### src/rtl/bin2bcd_dd_seq.sv
// Sequential binary-to-BCD converter using shift-and-add-3 (double dabble).
// One binary bit is consumed per clock. The result is optionally re-coded to
// excess-3 when it is registered. `ovf` flags operands that do not fit in
// DIGITS decimal digits; in that case bcd_out holds bin_in mod 10^DIGITS.
module bin2bcd_dd_seq #(
  parameter int WIDTH   = 8,  // binary operand width, 1..32
  parameter int DIGITS  = 3,  // BCD result digits, 1..10
  parameter int EXCESS3 = 0   // 1: output digits are BCD + 3
) (
  input  logic                  clk,
  input  logic                  rst,
  input  logic                  start,
  input  logic [WIDTH-1:0]      bin_in,
  output logic                  busy,
  output logic                  done,
  output logic [4*DIGITS-1:0]   bcd_out,
  output logic                  ovf
);

  localparam int BW = 4 * DIGITS;           // BCD part of the working register
  localparam int SW = BW + WIDTH;           // whole {BCD, binary} register
  localparam int CW = (WIDTH > 1) ? $clog2(WIDTH) : 1;

  typedef enum logic [1:0] {
    IDLE  = 2'd0,
    SHIFT = 2'd1,
    DONE  = 2'd2
  } state_t;

  state_t          state_q, state_d;
  logic [SW-1:0]   shift_q, shift_d;      // {BCD digits, remaining binary bits}
  logic [CW-1:0]   cnt_q, cnt_d;          // shifts already performed
  logic            ovf_int_q, ovf_int_d;  // sticky carry out of the top digit
  logic [BW-1:0]   bcd_out_q, bcd_out_d;
  logic            ovf_q, ovf_d;

  logic [SW-1:0]   corr;                  // register after add-3 correction
  logic [SW-1:0]   shifted;               // corrected register shifted left
  logic            carry;                 // bit leaving the top digit
  logic            last_shift;
  logic            accept;

  // A start is honoured in IDLE and in the DONE cycle (back-to-back).
  assign accept     = start && ((state_q == IDLE) || (state_q == DONE));
  assign last_shift = (cnt_q == CW'(WIDTH - 1));

  // State register.
  // NOTE: sequential state uses non-blocking (<=) so every flop samples
  // pre-edge values; blocking (=) here would create order-dependent races.
  always_ff @(posedge clk or posedge rst) begin
    if (rst) state_q <= IDLE;
    else     state_q <= state_d;
  end

  // Next-state logic.
  // NOTE: every signal assigned in always_comb gets a default at the top so
  // no path leaves it unassigned, which would otherwise infer a latch.
  always_comb begin
    state_d = state_q;
    unique case (state_q)
      IDLE:    if (start) state_d = SHIFT;
      SHIFT:   if (last_shift) state_d = DONE;
      DONE:    state_d = start ? SHIFT : IDLE;
      default: state_d = IDLE;
    endcase
  end

  // Datapath: add 3 to each digit >= 5, then shift the whole register left.
  // A corrected digit is at most 12, so the 4-bit add never wraps, and the
  // bit leaving the top digit is exactly the decimal carry out.
  always_comb begin
    corr = shift_q;
    for (int i = 0; i < DIGITS; i++) begin
      if (shift_q[WIDTH + 4*i +: 4] >= 4'd5)
        corr[WIDTH + 4*i +: 4] = shift_q[WIDTH + 4*i +: 4] + 4'd3;
    end
    carry   = corr[SW-1];
    shifted = {corr[SW-2:0], 1'b0};
  end

  // Next values of the working registers and of the held result.
  always_comb begin
    shift_d   = shift_q;
    cnt_d     = cnt_q;
    ovf_int_d = ovf_int_q;
    bcd_out_d = bcd_out_q;
    ovf_d     = ovf_q;
    if (accept) begin
      shift_d   = {{BW{1'b0}}, bin_in};
      cnt_d     = '0;
      ovf_int_d = 1'b0;
    end else if (state_q == SHIFT) begin
      shift_d   = shifted;
      cnt_d     = CW'(cnt_q + 1'b1);
      ovf_int_d = ovf_int_q | carry;
      if (last_shift) begin
        // Excess-3 is a pure output re-code; the iteration stays plain BCD.
        for (int i = 0; i < DIGITS; i++)
          bcd_out_d[4*i +: 4] = shifted[WIDTH + 4*i +: 4]
                              + ((EXCESS3 != 0) ? 4'd3 : 4'd0);
        ovf_d = ovf_int_q | carry;
      end
    end
  end

  // Working and result registers.
  // NOTE: these are ordinary flops, not a memory array, so they all take the
  // reset; a reset mid-conversion therefore leaves no stale partial result.
  always_ff @(posedge clk or posedge rst) begin
    if (rst) begin
      shift_q   <= '0;
      cnt_q     <= '0;
      ovf_int_q <= 1'b0;
      bcd_out_q <= '0;
      ovf_q     <= 1'b0;
    end else begin
      shift_q   <= shift_d;
      cnt_q     <= cnt_d;
      ovf_int_q <= ovf_int_d;
      bcd_out_q <= bcd_out_d;
      ovf_q     <= ovf_d;
    end
  end

  assign busy    = (state_q == SHIFT);
  assign done    = (state_q == DONE);
  assign bcd_out = bcd_out_q;
  assign ovf     = ovf_q;

endmodule

### config.mk
export PLATFORM = sky130hd
export DESIGN_NAME = bin2bcd_dd_seq
export DESIGN_NICKNAME = d
export VERILOG_FILES = /design/src/rtl/bin2bcd_dd_seq.sv
export SDC_FILE = /design/constraint.sdc
export NUM_CORES = 1
export LEC_CHECK = 0
export CORE_MARGIN = 5
export CORE_UTILIZATION = 30
export CTS_CLUSTER_DIAMETER = 200
export DETAILED_ROUTE_END_ITERATION = 10
export PLACE_DENSITY_LB_ADDON = 0.25
export SYNTH_ARGS = -nofsm -noshare
export SYNTH_HDL_FRONTEND = slang
export SYNTH_SLANG_ARGS = --single-unit
### constraint.sdc
create_clock -name clk -period 2.25 [get_ports clk]
set_clock_uncertainty 0.15 [all_clocks]
set_input_delay 0.3375 -clock clk [delete_from_list [all_inputs] [get_ports clk]]
set_output_delay 0.3375 -clock clk [all_outputs]
set_load 0.01 [all_outputs]
# Word level (Yosys, flattened, before mapping)
# Index checks and enable logic that the tools add are counted.
# W data, S select, Z words.
[classes] n_addsub=4 order_cmp=3 eq_ne=5 n_mux=13 n_bitwise=2 n_reduce_logical=6
[ops] op="$mux W20" count=2
[ops] op="$add A4 B2 Y4 const B" count=3
[ops] op="$ge A4 B3 Y1 const B" count=3
[ops] op="$mux W4" count=3
[ops] op="$mux W3" count=2
[ops] op="$pmux W2 S3" count=1
[ops] op="$mux W2" count=2
[ops] op="$add A3 B1 Y3 const B" count=1
[ops] op="$eq A3 B3 Y1 const B" count=1
[ops] op="$mux W1" count=3
[ops] op="$reduce_and A3 Y1" count=1
[ops] op="$eq A2 B1 Y1 const B" count=1
[ops] op="$eq A2 B2 Y1 const B" count=1
[ops] op="$logic_not A2 Y1" count=1
[ops] op="$ne A2 B1 Y1 const B" count=1
[ops] op="$ne A2 B2 Y1 const B" count=1
[ops] op="$reduce_and A2 Y1" count=1
[ops] op="$reduce_bool A2 Y1" count=1
[ops] op="$logic_and A1 B1 Y1" count=1
[ops] op="$logic_or A1 B1 Y1" count=1
[ops] op="$not A1 Y1" count=1
[ops] op="$or A1 B1 Y1" count=1
[totals] regBits=39 in_bits=11 out_inout_bits=15 elab_cells=39

# Depth between registers and ports, before layout
# Gate-level depths: netlist of run 1.
[depth] word_depth=5 ltp_mapped=6 ltp_nobuf=6

# Least setup slack after synthesis of run 1
# OpenSTA, ideal clock, no wires.
[synth_path] path_type="flip-flop to flip-flop" start="reg shift_q[8]" end="reg shift_q[10]" setup_time_ns=0.083 arrival_ns=1.440 t_required_ns=2.017 path_slack_ns=0.578 path_stages_with_launch=7 path_buffers=0 period_less_slack_ns=1.672 path_cell_list="dfrtp_1 > inv_1 > ha_1 > nand2b_1 > a21oi_1 > mux2_2 > o21ai_0"
[synth_between] elab_chain_cells=4 elab_cells_between_ends=5 cone_classes="1 x add/sub; 1 x order compare; 3 x mux"
[synth_lines] element="start: declaration" line_no="31" text="logic [SW-1:0] shift_q, shift_d;"
[synth_lines] element="start signal: assignment" line_no="117" text="shift_q <= shift_d;"
[synth_lines] element="$add A4 B2 Y4 / $ge A4 B3 Y1 (equally long branches)" line_no="75, 74"
[synth_lines] element="$mux W4 (*)" line_no="74" text="if (shift_q[WIDTH + 4*i +: 4] >= 4'd5)"
[synth_lines] element="$mux W20 (*)" line_no="92" text="end else if (state_q == SHIFT) begin"
[synth_lines] element="$mux W20 (*)" line_no="88" text="if (accept) begin"
# Every way passes the cells marked *; elsewhere a longest branch is shown, timed or not. The select of a mux whose other input is x is not followed.
# A chain may end at the register's enable or synchronous reset.

# Final worst setup path of run 1
[layout_path] start="reg state_q[1]" end="out busy"
[layout_between] elab_chain_cells=1
[layout_lines] element="start: declaration" line_no="30" text="state_t state_q, state_d;"
[layout_lines] element="start signal: assignment" line_no="52" text="else state_q <= state_d;"
[layout_lines] element="$eq A2 B1 Y1" line_no="125" text="assign busy = (state_q == SHIFT);"
[layout_lines] element="end: declaration" line_no="14" text="output logic busy,"
# No other way between the ends.

==> results of run 1 <==
[final cells by class]
cell class	instances	area (sq um)	area share
flip-flops and latches	39	976	0.439
inverters	10	42.5	0.0191
multi-input cells	116	763	0.343
clock buffers	7	76.3	0.0343
well taps	75	93.8	0.0422
clock inverters	1	5.00	0.00225
repair buffers	27	265	0.119
[worst min-delay path by stage]
stage,startpoint,endpoint,slack [ps],depth (start not counted)
CTS,shift_q[6],shift_q[6],330,2
global route,bcd_out[5],bcd_out[5],360,2
finish,rst,bcd_out[2],320,3
global placement,shift_q[6],shift_q[6],310,2
floorplan,shift_q[1],shift_q[1],300,2
detailed placement,shift_q[6],shift_q[6],310,2
[what timing repair did]
| item | in CTS | in global routing |
|---|---|---|
| setup buffers | 0 | 0 |
| endpoints found under the setup margin | 0 | 1 |
| resized for setup | 0 | 1 |
[report_power, final]
group | internal [mW] | switching [mW]
clock | 0.218 | 0.239
sequential | 1.03 | 0.237
combinational | 0.740 | 0.776
total | 1.99 | 1.25
[cell families after synthesis]
kind of cell             share of synthesized area
XOR/XNOR                                    0.0145
AO/OA/AOI/OAI                                0.166
adder cells (fa/ha/maj)                     0.0554
flip-flops                                   0.540
multiplexers                                0.0443
buffers and inverters                       0.0381
AND/OR/NAND/NOR                              0.142
[state kept, by name, indices dropped and copies added (netlist names)]
register	flops
bcd_out	12
cnt_q	3
ovf	1
ovf_int_q	1
shift_q	20
state_q	2
[routing by layer]
| layer | routed length (um) | global-route usage |
|---|---|---|
| met4 | 35 | 0.0307 |
| met3 | 244 | 0.0348 |
| met1 | 1790 | 0.140 |
| met5 | 0 | 0 |
| met2 | 1500 | 0.149 |
[worst max-delay path, delay by kind of cell (launching register included)]
family,cells,cell delay [ps]
simple gates,1,210
buf+inv,2,740
flops,1,370
[through the flow]
step | instance area [sq um] | hold slack [ps]
finish | 2220 | 320
detailed placement | 2140 | 314
CTS | 2220 | 333
global route | 2220 | 363
global placement | 2140 | 308
floorplan | 1810 | 296
[layout by cell type (no fill, tap or decap), types with 3 or more instances in the layout]
| cell type | instances |
|---|---|
| a22oi_1 | 7 |
| o21ai_0 | 19 |
| a22o_1 | 6 |
| inv_1 | 8 |
| mux2_2 | 4 |
| dfrtp_1 | 39 |
| a21oi_1 | 8 |
| nand2_1 | 30 |
| ha_1 | 8 |
| nor3b_1 | 5 |
| clkdlybuf4s50_1 | 25 |
| clkbuf_8 | 5 |
| xnor2_1 | 3 |
| nor2_1 | 3 |
| nor3_1 | 3 |
==> qor.csv, run 1 <==
metric,value,unit
setup_ws,145,ps
first_pass_iters,5,
critPathRequiredTime,1760,ps
synth_area_per_cell,10.6,sq um
hold_viol_final,0,
drive_above_1_share,0.110,
pin_count,26,
numPortBuffers,25,
ctsHoldBuffers,0,
synth.most_common_cell,dfrtp_1,
core_area,5890,sq um
fin_crit,2110,ps
end_kind,output port,
syn-cell-area,1810,sq um
vias_per_cell,4.69,
grt-ovfl-total,0,
max_slew_margin,0.652,
p_total,3.24,mW
hold_path_class,input port to asynchronous set/reset pin,
htreeDepth,2,
row_count,28,
num-fill-cells,599,
path_clk_slew,80,ps
async_reset_ff_frac,1.00,
die_w,87.6,um
cts_tree,done,
num_antenna_cells,0,
startpoint_type,flop,
maxCapViolCount,0,
reg2reg_depth,6,
synthToLayoutAreaGrowth,22.9,%
synth_edf_count,0,
cts-root-buf,clkbuf_8,
dieArea,7680,sq um
drc_errors,0,
rrSetupSlack,440,ps
period_share,0.936,
vias,1291,
rsz0062_at_grt,no,
synth_top_area_cell,dfrtp_1,
yosysWarnings,0,
dp_hpwl,2410,um
cp_max_fo,18,
critical_path.cell_chain,"nand2b_4, inv_6, clkdlybuf4s50_1",
critPathKind,flop to output port,
gp_congestion,0.735,
clk-insertion-delay-late,280,ps
rr_startpoint,shift_q[8],
critPathSlowestCell,clkdlybuf4s50_1,
synthFlopType,dfrtp_1,
place_ws,381,ps
cts_max_path_buffers,2,
ys_seq_area_frac,0.540,
netlist_top_cells_area,"dfrtp_1 (54%), nand2_1 (6.2%), ha_1 (5.5%)",
fmax,0.475,GHz
setup_tns,0,ps
grtUsageTotal,0.101,
wirelength,3570,um
grt_max_degree,40,
syn_nets,190,
synth_top_area_frac,0.540,
initial_utilization,0.307,
syn_inst,171,
grt_pass1_wl,6140,um
drtIter0Drc,59,
crit_start,state_q[1],
power_density,1460,nW/um^2
worstMarginPinSlew,520,ps
dp_cells,267,
fin_cells,275,
first_global_vias,1271,
fin_util,0.378,
synth.distinct_cells,33,
netlist_top_cells_count,"dfrtp_1 (39), nand2_1 (30), o21ai_0 (19)",
antenna_left,0,
drt-wirelength-per-cell,13.0,um
crit_end,busy,
max_stage_delay,560,ps
cts_num_sinks,39,
setup_viol_count_final,0,
grt_antenna_before_repair,0,
power_leakage,0.994,nW
fin_nets,218,
cts_buffers,5,
ys_ff_latch,39,
report.final.slew_viol_count,0,
status,completed,
die_h,87.6,um
rr_endpoint,shift_q[10],
arrival,1620,ps
ir_drop,506,uV
(Power assumes the default switching activity.)
==> run 2, diff against run 1 <==
SKIP_CTS_REPAIR_TIMING = 1   (was default)
==> results of run 2 <==
No change in the layout: final DEF, timing and power equal those of run 1.
==> run 3, diff against run 2 <==
TNS_END_PERCENT = 1   (was default)
==> results of run 3 <==
No change in the layout: final DEF, timing and power equal those of run 1.
